File: config.mk
export PLATFORM = sky130hd
export DESIGN_NAME = store_buffer
export DESIGN_NICKNAME = d
export VERILOG_FILES = /design/src/rtl/store_buffer.sv
export SDC_FILE = /design/constraint.sdc
export NUM_CORES = 1
export LEC_CHECK = 0
export BUFFER_PORTS_ARGS = -buffer_cell sky130_fd_sc_hd__buf_2
export CORE_UTILIZATION = 34
export DETAILED_ROUTE_END_ITERATION = 16
export PLACE_DENSITY = 0.58
export SYNTH_ARGS = -nofsm -noshare
export SYNTH_HDL_FRONTEND = slang
export SYNTH_SLANG_ARGS = --single-unit
File: constraint.sdc
create_clock -name clk -period 12.6 [get_ports clk]
set_clock_uncertainty 0.2 [all_clocks]
set_input_delay 1.89 -clock clk [delete_from_list [all_inputs] [get_ports clk]]
set_output_delay 1.89 -clock clk [all_outputs]
set_load 0.1 [all_outputs]
File: src/rtl/store_buffer.sv
// store_buffer: word-granular store queue between the MEM stage and data memory, with load forwarding.
// Define STORE_BUFFER_COALESCE_EN to let a store merge into a matching tail entry instead of allocating.
module store_buffer #(
   parameter int DEPTH = 4,
   parameter int IDX_W = 2
) (
   input  logic             clk,
   input  logic             reset,
   input  logic             st_valid,
   input  logic [31:0]      st_addr,
   input  logic [31:0]      st_data,
   input  logic [3:0]       st_be,
   output logic             st_ready,
   input  logic             ld_valid,
   input  logic [31:0]      ld_addr,
   input  logic [3:0]       ld_be,
   output logic             ld_hit,
   output logic [31:0]      ld_data,
   output logic             ld_stall,
   input  logic             dm_ready,
   output logic             dm_we,
   output logic [31:0]      dm_addr,
   output logic [31:0]      dm_data,
   output logic [3:0]       dm_be,
   output logic [IDX_W:0]   count
);

   localparam logic [IDX_W:0] FULL_COUNT = (IDX_W+1)'(DEPTH);

   logic [29:0]      word_q [DEPTH];
   logic [29:0]      word_d [DEPTH];
   logic [31:0]      data_q [DEPTH];
   logic [31:0]      data_d [DEPTH];
   logic [3:0]       be_q   [DEPTH];
   logic [3:0]       be_d   [DEPTH];
   logic [IDX_W-1:0] wr_ptr_q, wr_ptr_d;
   logic [IDX_W-1:0] rd_ptr_q, rd_ptr_d;
   logic [IDX_W:0]   count_q, count_d;

   logic [IDX_W-1:0] tail_idx;
   logic [IDX_W-1:0] slot;
   logic [IDX_W-1:0] fwd_idx;
   logic             fwd_found;
   logic             fwd_covered;
   logic [31:0]      fwd_mask;
   logic             pop;
   logic             coal_match;
   logic             accept;
   logic             alloc;
   logic             merge;
   logic             unused_addr_bits;

   assign unused_addr_bits = ^{st_addr[1:0], ld_addr[1:0]};
   assign count = count_q;

   always_comb begin
      tail_idx    = wr_ptr_q - IDX_W'(1);
      pop         = reset && (count_q != '0) && dm_ready;
`ifdef STORE_BUFFER_COALESCE_EN
      // The tail may only absorb a store if it is not leaving the buffer this cycle.
      coal_match  = (count_q != '0) && (word_q[tail_idx] == st_addr[31:2])
                    && !(pop && (tail_idx == rd_ptr_q));
`else
      coal_match  = 1'b0;
`endif
      st_ready    = reset && ((count_q != FULL_COUNT) || coal_match);

      fwd_found   = 1'b0;
      fwd_idx     = rd_ptr_q;
      slot        = '0;
      // Walk oldest to youngest so the last match found is the youngest candidate.
      for (int i = 0; i < DEPTH; i++) begin
         slot = rd_ptr_q + IDX_W'(i);
         if (((IDX_W+1)'(i) < count_q) && (word_q[slot] == ld_addr[31:2])) begin
            fwd_found = 1'b1;
            fwd_idx   = slot;
         end
      end
      fwd_mask = '0;
      for (int b = 0; b < 4; b++) begin
         fwd_mask[8*b +: 8] = {8{be_q[fwd_idx][b]}};
      end
      fwd_covered = ((be_q[fwd_idx] & ld_be) == ld_be);

      ld_hit   = reset && ld_valid && fwd_found && fwd_covered;
      ld_stall = reset && ld_valid && fwd_found && !fwd_covered;
      ld_data  = ld_hit ? (data_q[fwd_idx] & fwd_mask) : '0;

      dm_we    = pop;
      dm_addr  = reset ? {word_q[rd_ptr_q], 2'b00} : '0;
      dm_data  = reset ? data_q[rd_ptr_q] : '0;
      dm_be    = reset ? be_q[rd_ptr_q] : '0;
   end

   always_comb begin
      word_d   = word_q;
      data_d   = data_q;
      be_d     = be_q;
      wr_ptr_d = wr_ptr_q;
      rd_ptr_d = rd_ptr_q;
      count_d  = count_q;
      accept   = st_valid && st_ready;
      alloc    = accept && !coal_match;
      merge    = accept && coal_match;

      if (merge) begin
         for (int b = 0; b < 4; b++) begin
            if (st_be[b]) begin
               data_d[tail_idx][8*b +: 8] = st_data[8*b +: 8];
            end
         end
         be_d[tail_idx] = be_q[tail_idx] | st_be;
      end
      if (alloc) begin
         word_d[wr_ptr_q] = st_addr[31:2];
         data_d[wr_ptr_q] = st_data;
         be_d[wr_ptr_q]   = st_be;
         wr_ptr_d         = wr_ptr_q + IDX_W'(1);
      end
      if (pop) begin
         rd_ptr_d = rd_ptr_q + IDX_W'(1);
      end
      if (alloc && !pop) begin
         count_d = count_q + (IDX_W+1)'(1);
      end else if (!alloc && pop) begin
         count_d = count_q - (IDX_W+1)'(1);
      end
   end

   always_ff @(posedge clk) begin
      if (!reset) begin
         wr_ptr_q <= '0;
         rd_ptr_q <= '0;
         count_q  <= '0;
         for (int i = 0; i < DEPTH; i++) begin
            word_q[i] <= '0;
            data_q[i] <= '0;
            be_q[i]   <= '0;
         end
      end else begin
         wr_ptr_q <= wr_ptr_d;
         rd_ptr_q <= rd_ptr_d;
         count_q  <= count_d;
         word_q   <= word_d;
         data_q   <= data_d;
         be_q     <= be_d;
      end
   end

endmodule

==> flow_metrics.tcl, run 1 <==
set metrics [dict create \
    grt_overflow 0 \
    placedInstanceArea_mm2 0.01860 \
    cpMostUsedCell "o2111a_1" \
    ys.flop_type "dfxtp_1" \
    area_growth_syn_to_layout_pct 14.02 \
    dr.pass1.iters 6 \
    start_util_pct 34.48 \
    netlist_area_mm2 0.01734 \
    clk_latency_ns 0.56 \
    synthCells 2079 \
    post_cts_buffers 0 \
    synth-edff-count 0 \
    gp_congestion 0.9774 \
    ios 216 \
    grt_pass1_vias 15370 \
    mostFrequentLayoutCell "nand2_1" \
    cp.arrival_ns 7.37 \
    post-route-min-period_ns 9.459 \
    vias 16220 \
    crit_type "flop to output pin" \
    cts_buffers 35 \
    final_cell_mix "628 x nand2_1, 277 x a21oi_1, 269 x dfxtp_1" \
    critPathRequiredTime_ns 10.51 \
    irDropWorstVdd_mv 0.09921 \
    route.detailed.drc 0 \
    cp_max_fo 69 \
    port_buffers 209 \
    status "complete, no violations" \
    fin_area_mm2 0.01977 \
    synth_top_area_share_pct 31.29 \
    syn_avg_cell_area_um2 8.339 \
    maxSlewHeadroom_pct 24.01 \
    async_flop_share_pct 0 \
    rows 82 \
    cts-root-buf "clkbuf_16" \
    cts_tree "done" \
    setup_violations 0 \
    die-height_um 227.8 \
    clockBufferDepth 3 \
    postRouteAntennaNets 0 \
    antenna_found_initial 17 \
    avgViaCountPerCell 5.651 \
    startpoint_type "flop" \
    wl_per_cell_um 21.83 \
    dieArea_mm2 0.05190 \
    synth.area.top_cells "dfxtp_1 31%, nand2_1 14%, mux4_2 12%" \
    grt_pass1_wl_um 94750 \
    fmax_mhz 105.7 \
    maxCapViolCount 0 \
    clkTransAtPathRegs_ns 0.05 \
    seq_area_frac_synth_pct 31.29 \
    die_w_um 227.8 \
    maxSlewViolCount 0 \
    track_usage_pct 23.48 \
    path_cells "buf_4 > mux2i_1 > xnor2_1 > or4_1 > nor4b_2 > o2111a_1 > o21ai_2 > nand2_4 > mux2_4 > a2111oi_4 > o2111a_1 > buf_2" \
    fin_setup_tns_ns 0 \
    ys_types 85 \
    core-area_mm2 0.05027 \
    yosysTopAreaCell "dfxtp_1" \
    dpl.hpwl_um 41660 \
    synth_seq_cells 271 \
    drive_gt1_share_pct 20.95 \
    powerDensity_mw_per_mm2 129.6 \
    leakagePower_nw 6.722 \
    drt_wl_total_um 62660 \
    clkSinkCount 271 \
    drtIter0Drc 1428 \
    cts_resized 0 \
    period_share_pct 75.07 \
    finalNetCount 2284 \
    htree_levels 2 \
    endpoint_kind "output pin" \
    ys_warn_count 0 \
    grt_setup_unrepaired "false" \
    crit_buf_inv 2 \
    cp_top_family "compound AO/OA/AOI/OAI gates" \
    hold_viol 0 \
    worst_pin_slew_ns 1.140 \
    grt_max_degree 118 \
    cpPeakStageDelay_ns 0.91 \
    worstHoldPathType "flop to flop" \
    cts.hold.buffers_added 0 \
    cpMaxStageDelayCell "dfxtp_4" \
]
==> power by group <==
part / internal (mW) / total (mW) / switching, mW
combinational: 0.193 / 0.611 / 0.418
clock: 0.599 / 1.01 / 0.411
sequential: 0.891 / 0.940 / 0.0489
total: 1.68 / 2.56 / 0.878
==> layout make-up <==
type                    count  area [um^2]
well taps                 672        840.8
flip-flops and latches    271         5433
repair buffers            230         1204
clock buffers              52         1010
inverters                  18        75.07
clock inverters             9        137.6
diodes                      7        17.52
fillers                  5136        30510
multi-input cells        1611        11050
==> cells by family after synthesis <==
group           count (synthesis)  share of synthesized area (%)
flops                         271                          31.29
simple gates                  832                          20.62
fa+ha+maj                       8                         0.5774
xor+xnor                      106                          5.398
compound gates                429                          16.35
other cells                     1                        0.02163
buf+inv                       198                          5.189
mux                           234                          20.55
==> worst min-delay path: stages (launching register included) <==
cell	delay, ns
dfxtp_1	0.31
nand2_1	0.05
a21oi_1	0.05
==> cell usage after synthesis (10+ instances only) <==
cell,instances
nand4_1,19
a211oi_1,23
xnor2_1,83
mux2_2,29
dfxtp_1,271
nor3_1,10
clkbuf_1,120
inv_1,16
nand2_1,632
mux2i_1,108
nor2_1,34
xor2_1,22
a22oi_1,11
buf_4,13
buf_2,16
o21ai_0,17
nand3_1,14
o2111a_1,17
nor2b_1,18
and2_1,54
buf_1,21
a2111oi_2,16
mux4_2,93
a21oi_1,277
==> worst paths after layout <==
kind / to / startpoint / cells after the start / slack (ns)
max: ld_data[3] / rd_ptr_q[0]$_SDFFE_PN0P_ / 12 / 3.14
min: data_q[52]$_SDFFE_PN0P_ / data_q[52]$_SDFFE_PN0P_ / 2 / 0.26
max reg2reg: data_q[74]$_SDFFE_PN0P_ / count[1]$_SDFFE_PN0P_ / 8 / 9.21
min reg2reg: data_q[52]$_SDFFE_PN0P_ / data_q[52]$_SDFFE_PN0P_ / 2 / 0.26
==> flip-flops by register name, indices dropped and copies added (netlist names) <==
name / count
be_q: 16
rd_ptr_q: 2
count: 3
data_q: 128
word_q: 120
wr_ptr_q: 2
==> stage by stage <==
step	hold slack (ns)	cells	util [%]	total power, mW	setup WS, ns
after CTS	0.2662	2863	39.28	2.576	3.110
after detailed placement	0.2570	2802	37.00	1.566	3.585
final	0.2639	2870	39.32	2.561	3.141
after global placement	0.2491	2802	37.00	1.556	3.567
after global routing	0.2859	2869	39.31	2.654	2.806
after floorplan	0.2416	2080	-	1.414	3.784
==> metal layers <==
metal / track usage, % / routed length (um) / vias up
met3: 4.387 / 4914 / 113
met2: 38.49 / 29610 / 682
met5: 0 / 97 / -
met1: 31.16 / 26650 / 7922
met4: 7.116 / 1400 / 16
li1: - / - / 7485
No activity file was read; power rests on OpenSTA's default activity.
==> run 2: changes to the inputs <==
ABC_AREA = 1   (was not set)
PLACE_DENSITY = 0.59   (was 0.58)
clock period = 8.6 ns   (was 12.6 ns; I/O delays follow)
==> run 2 against run 1 <==
  * Sequential power is 43% higher
  * Highest routed layer unchanged
  * Power is 57% higher
  * Combinational power is 87% higher
  * Clock power is 53% higher
  * Sequential cell count stayed put
  * Setup slack worse by 2.3 ns
  * Synthesized area is 4.3% higher
  * Critical endpoint is now ld_data[11]
  * Largest power group unchanged
  * Wire length is 17% higher
==> flow_metrics.tcl, run 2 <==
set metrics [dict create \
    status "complete, no violations" \
    cts_tree "done" \
    mostFrequentLayoutCell "nand2_1" \
    synth.area.top_cells "dfxtp_1 30%, nand2_1 23%, nand3_1 10%" \
    post-route-min-period_ns 7.777 \
    final_util_pct 39.98 \
    cts_resized 0 \
    core-area_mm2 0.05255 \
    port_buffers 209 \
    grt_pass1_vias 18630 \
    wl_per_cell_um 18.80 \
    worstHoldPathType "flop to flop" \
    cts.hold.buffers_added 0 \
    rows 84 \
    switching_share_pct 38.01 \
    drtIter0Drc 1976 \
    ys_warn_count 0 \
    crit_start "rd_ptr_q[0]$_SDFFE_PN0P_" \
    async_flop_share_pct 0 \
    fin_ws_ns 0.8234 \
    r2r_start "count[0]$_SDFFE_PN0P_" \
    clk_latency_ns 0.56 \
    period_share_pct 90.43 \
    grt_overflow 0 \
    postRouteAntennaNets 0 \
    clkSinkCount 271 \
    drt_wl_total_um 73040 \
    ys.flop_type "dfxtp_1" \
    avgViaCountPerCell 5.305 \
    maxSlewViolCount 0 \
    maxCapViolCount 0 \
    reg2reg_slack_ns 4.63 \
    setup_violations 0 \
    drive_gt1_share_pct 10.77 \
    finalNetCount 3284 \
    critPathRequiredTime_ns 7.11 \
    clockPowerShare_pct 38.5 \
    fin_setup_tns_ns 0 \
    critPathCapture "ld_data[11]" \
    p_total_mw 4.029 \
    fin_area_mm2 0.02101 \
    endpoint_kind "output pin" \
    synth_common_cells "1125 x nand2_1, 360 x nand3_1, 276 x o21ai_0, 274 x a21oi_1, 271 x dfxtp_1" \
    placedInstanceArea_mm2 0.01980 \
    cp.arrival_ns 6.29 \
    synthCells 3096 \
    dp.cells 3818 \
    irDropWorstVdd_mv 0.1431 \
    synth-edff-count 0 \
    synth_seq_cells 271 \
    ys_types 39 \
    cp_max_fo 94 \
    dr.pass1.iters 6 \
    worstRegToRegCells 9 \
    synth_top_area_share_pct 30.00 \
    comb_power_share_pct 28.2 \
    largest_reg_flops 128 \
    fmax_mhz 128.6 \
    area_growth_syn_to_layout_pct 16.20 \
    p_int_mw 2.497 \
    worst_pin_slew_ns 1.013 \
    hold_ws_ns 0.2639 \
    syn_avg_cell_area_um2 5.841 \
    post_cts_buffers 0 \
    final_cells 3884 \
    yosysTopAreaCell "dfxtp_1" \
    grt_pass1_wl_um 110800 \
    pwr-share-seq_pct 33.3 \
    clkTransAtPathRegs_ns 0.06 \
    route.detailed.drc 0 \
    netSwitchingPower_mw 1.531 \
    dp_slack_ns 1.462 \
    antenna_found_initial 10 \
    start_util_pct 34.41 \
    vias 20610 \
    die_w_um 232.6 \
    powerDensity_mw_per_mm2 191.7 \
    htree_levels 2 \
    netlist_area_mm2 0.01808 \
    grt_max_degree 106 \
    dieArea_mm2 0.05411 \
    synth_most_common_cell "nand2_1" \
    cts_buffers 35 \
    reg_top3 "data_q (128), word_q (120), be_q (16)" \
    seq_area_frac_synth_pct 30.00 \
    hold_viol 0 \
    ios 216 \
    dpl.hpwl_um 50270 \
    track_usage_pct 26.50 \
    clockBufferDepth 3 \
    startpoint_type "flop" \
    final_cell_mix "1121 x nand2_1, 360 x nand3_1, 276 x o21ai_0" \
    leakagePower_nw 8.783 \
    gp_congestion 1.082 \
    die-height_um 232.6 \
    cts-root-buf "clkbuf_16" \
    grt_setup_unrepaired "false" \
    crit_type "flop to output pin" \
    maxSlewHeadroom_pct 32.36 \
    regMostFlops "data_q" \
    r2r_end "word_q[105]$_SDFFE_PN0P_" \
]
run 2: cell count changes in the layout (fill, tap and decap cells not counted), sizes merged, moves of 93 or more:
| cell | before | now |
|---|---|---|
| inv | 18 | 234 |
| o21ai | 19 | 277 |
| mux4 | 93 | 0 |
| nand3 | 14 | 361 |
| mux2i | 108 | 0 |
| nor2 | 35 | 173 |
| nand2 | 633 | 1133 |
run 2: how the worst min path moves through the flow:
stage	startpoint	depth (start not counted)	slack [ns]	to
after floorplan	data_q[64]$_SDFFE_PN0P_	2	0.24	data_q[64]$_SDFFE_PN0P_
after global placement	data_q[74]$_SDFFE_PN0P_	2	0.25	data_q[74]$_SDFFE_PN0P_
after detailed placement	data_q[93]$_SDFFE_PN0P_	2	0.26	data_q[93]$_SDFFE_PN0P_
after CTS	data_q[93]$_SDFFE_PN0P_	2	0.27	data_q[93]$_SDFFE_PN0P_
after global routing	data_q[80]$_SDFFE_PN0P_	2	0.28	data_q[80]$_SDFFE_PN0P_
final	data_q[91]$_SDFFE_PN0P_	2	0.26	data_q[91]$_SDFFE_PN0P_
run 2: cell type report:
type | instances | area [um^2]
well taps | 688 | 860.8
repair buffers | 237 | 1754
flip-flops and latches | 271 | 5430
multi-input cells | 2384 | 10850
fillers | 5816 | 31540
clock inverters | 11 | 182.7
inverters | 238 | 903.4
clock buffers | 52 | 1020
diodes | 3 | 7.507
run 2: cells by family after synthesis:
logic type / share of synthesized area (%)
AOI/OAI and AO/OA: 18.79
buffers and inverters: 10.18
DFF: 30.00
xor gates and xnor gates: 0.7750
other: 0.02074
adders and majority gates: 0.5536
and+or+nand+nor: 39.68
run 2: per-layer routing:
layer  vias up  part of all wire [%]  global-route usage [%]
li1      10290                     -                       -
met1      9426                    44                   35.59
met2       763                    45                   42.69
met3       115                   7.7                   4.620
met4        14                   2.8                   8.619
met5         -                  0.12                       0
run 2: worst max-delay path, stage by stage, from the launching register on:
cell and delay (ns):
dfxtp_4 0.38, buf_4 0.55, buf_4 0.79, o21ai_0 0.33, nand2_1 0.15, nand2_1 0.06, nand2_1 0.13, nand4_1 0.14
nor2_1 0.11, nand2_1 0.07, nor2_1 0.22, nand3_1 0.13, nand2_1 0.09, nand2_1 0.06, nand2_1 0.09, nand2_1 0.05
nand2_1 0.11, buf_4 0.47, nand2_1 0.17, nand3_1 0.10, nand2_1 0.06, nor2_2 0.13, nand2_2 0.44, buf_4 0.42
nor2_2 0.16, buf_12 0.19
run 2: power by group through the flow:
stage / Sequential (mW) / Clock (mW) / Combinational [mW]
5_1_grt: 1.35 / 1.63 / 1.23
2_1_floorplan: 1.37 / 0 / 0.789
6_report: 1.34 / 1.55 / 1.14
3_3_place_gp: 1.37 / 0 / 1.12
3_5_place_dp: 1.37 / 0 / 1.12
4_1_cts: 1.34 / 1.58 / 1.12
==> run 3: changes to the inputs <==
CORE_UTILIZATION = 42   (was 34)
GPL_TIMING_DRIVEN = 0   (was not set)
PLACE_DENSITY = 0.69   (was 0.59)
==> run 3 against run 2 <==
  * Wire length grew 28%
  * Via count grew 11%
  * Register-to-register slack lost 0.36 ns
  * Setup slack lost 0.026 ns
  * First-iteration DRC count grew 32%
  * Utilization grew 9.3 points
  * Combinational power grew 17%
  * Sequential share of layout area grew 0.21 points
  * Final cell count grew 0.33%
  * Global-route usage grew 15 points
  * Critical path type unchanged
  * Largest power group unchanged
  * Highest routed layer unchanged
==> flow_metrics.tcl, run 3 (synthesis gave the netlist of run 2 again) <==
set metrics [dict create \
    worst_pin_slew_ns 1.085 \
    critPathRequiredTime_ns 7.11 \
    cts.hold.buffers_added 0 \
    leakagePower_nw 8.889 \
    dp.cells 3842 \
    htree_levels 1 \
    min-delay-start "data_q[87]$_SDFFE_PN0P_" \
    rows 75 \
    cts_tree "done" \
    netSwitchingPower_mw 1.634 \
    pwr-share-seq_pct 33.4 \
    maxSlewHeadroom_pct 27.63 \
    gp_congestion 1.130 \
    worstHoldPathType "flop to flop" \
    status "complete, no violations" \
    cts-root-buf "clkbuf_16" \
    grt_overflow 0 \
    final_cells 3897 \
    maxSlewViolCount 0 \
    startpoint_type "flop" \
    clkTransAtPathRegs_ns 0.06 \
    route.detailed.drc 0 \
    port_buffers 206 \
    switching_share_pct 40.53 \
    crit_type "flop to output pin" \
    cts_resized 0 \
    fillers 4570 \
    setup_violations 0 \
    post_cts_buffers 0 \
    hold_viol 0 \
    mostFrequentLayoutCell "nand2_1" \
    period_share_pct 90.72 \
    clk_latency_ns 0.57 \
    multi_input_area_mm2 0.01082 \
    grt_pass1_wl_um 135200 \
    cp_max_fo 10 \
    postRouteAntennaNets 0 \
    largest_reg_flops 128 \
    finalNetCount 3452 \
    start_util_pct 42.82 \
    die-height_um 209.5 \
    avgViaCountPerCell 5.870 \
    final_cell_mix "1125 x nand2_1, 360 x nand3_1, 276 x o21ai_0" \
    endpoint_kind "output pin" \
    grt_setup_unrepaired "false" \
    powerDensity_mw_per_mm2 193.7 \
    ios 216 \
    clockPowerShare_pct 33.7 \
    comb_power_share_pct 32.9 \
    dpl.hpwl_um 74230 \
    dr.pass1.iters 7 \
    clkSinkCount 271 \
    cts_buffers 30 \
    grt_pass1_vias 20640 \
    track_usage_pct 41.71 \
    p_int_mw 2.398 \
    register_area_mm2 0.005425 \
    fin_area_mm2 0.02082 \
    regMostFlops "data_q" \
    r2r_start "count[1]$_SDFFE_PN0P_" \
    post-route-min-period_ns 7.802 \
    wl_per_cell_um 24.05 \
    fmax_mhz 128.2 \
    drtIter0Drc 2600 \
    die_w_um 209.5 \
    maxCapViolCount 0 \
    fin_setup_tns_ns 0 \
    reg_top3 "data_q (128), word_q (120), be_q (16)" \
    drive_gt1_share_pct 10.73 \
    clockBufferDepth 3 \
    irDropWorstVdd_mv 0.1686 \
    grt_max_degree 15 \
    dieArea_mm2 0.04389 \
    vias 22880 \
    antenna_found_initial 7 \
    cp.arrival_ns 6.31 \
    core-area_mm2 0.04223 \
    crit_start "rd_ptr_q[1]$_SDFFE_PN0P_" \
    drt_wl_total_um 93740 \
    area_growth_syn_to_layout_pct 15.16 \
    placedInstanceArea_mm2 0.01979 \
]
[run 3: changes by cell type in the layout (fill, tap and decap cells not counted), moves of 7 or more]
| cell | delta |
|---|---|
| buf_1 | +7 |
| clkbuf_1 | +128 |
| buf_4 | -19 |
| buf_6 | +12 |
| buf_12 | -33 |
| buf_2 | +72 |
[run 3: worst max-delay path: stages, from the launching register on]
cell and delay, ns:
dfxtp_1 0.31, buf_6 0.16, inv_4 0.13, clkbuf_1 0.61, clkbuf_1 0.74, nand3_1 0.19, nand2_1 0.14, xor2_1 0.65
nand3_1 0.36, nor4_1 0.39, nand4_1 0.11, nand3b_1 0.25, a31oi_1 0.64, nand2_2 0.30, buf_6 0.24, nor2_2 0.08
buf_2 0.42
[run 3: final cells by class]
type | instances | area share, %
Clock inverter | 9 | 0.6009
Tap cell | 539 | 3.239
Sequential cell | 271 | 26.05
Clock buffer | 42 | 4.308
Inverter | 238 | 4.302
Multi-Input combinational cell | 2384 | 51.96
Antenna cell | 4 | 0.04807
Timing Repair Buffer | 206 | 4.951
Buffer | 204 | 4.536
[run 3: stage by stage]
stage / util, % / hold slack, ns / setup slack [ns] / power [mW]
2_1_floorplan: - / 0.2389 / 2.793 / 2.163
3_3_place_gp: 46.87 / 0.2517 / 1.749 / 2.649
3_5_place_dp: 46.87 / 0.2560 / 1.806 / 2.644
4_1_cts: 49.29 / 0.2645 / 1.194 / 3.974
5_1_grt: 49.29 / 0.2794 / 0.9436 / 4.131
6_report: 49.31 / 0.2638 / 0.7977 / 4.033
[run 3: power groups by stage]
stage	clock network, mW	registers [mW]	logic, mW
final	1.36	1.35	1.33
after global routing	1.41	1.35	1.38
after CTS	1.35	1.34	1.28
after detailed placement	0	1.37	1.27
after global placement	0	1.37	1.28
after floorplan	0	1.37	0.789
[run 3: path summary, 6_finish.rpt]
path	slack, ns	depth (start not counted)	end
worst min-delay path	0.26	2	data_q[87]$_SDFFE_PN0P_
worst min register to register	0.26	2	data_q[87]$_SDFFE_PN0P_
worst max-delay path	0.80	16	ld_data[2]
worst max register to register	4.27	10	word_q[18]$_SDFFE_PN0P_
[run 3: per-layer routing]
layer  global-route usage [%]  part of all wire (%)  up-vias
li1                         -                     -    10620
met1                    52.36                    38    10350
met2                    65.80                    43     1573
met3                    6.554                    11      331
met4                    28.82                   7.6       10
met5                        0                 0.063        -
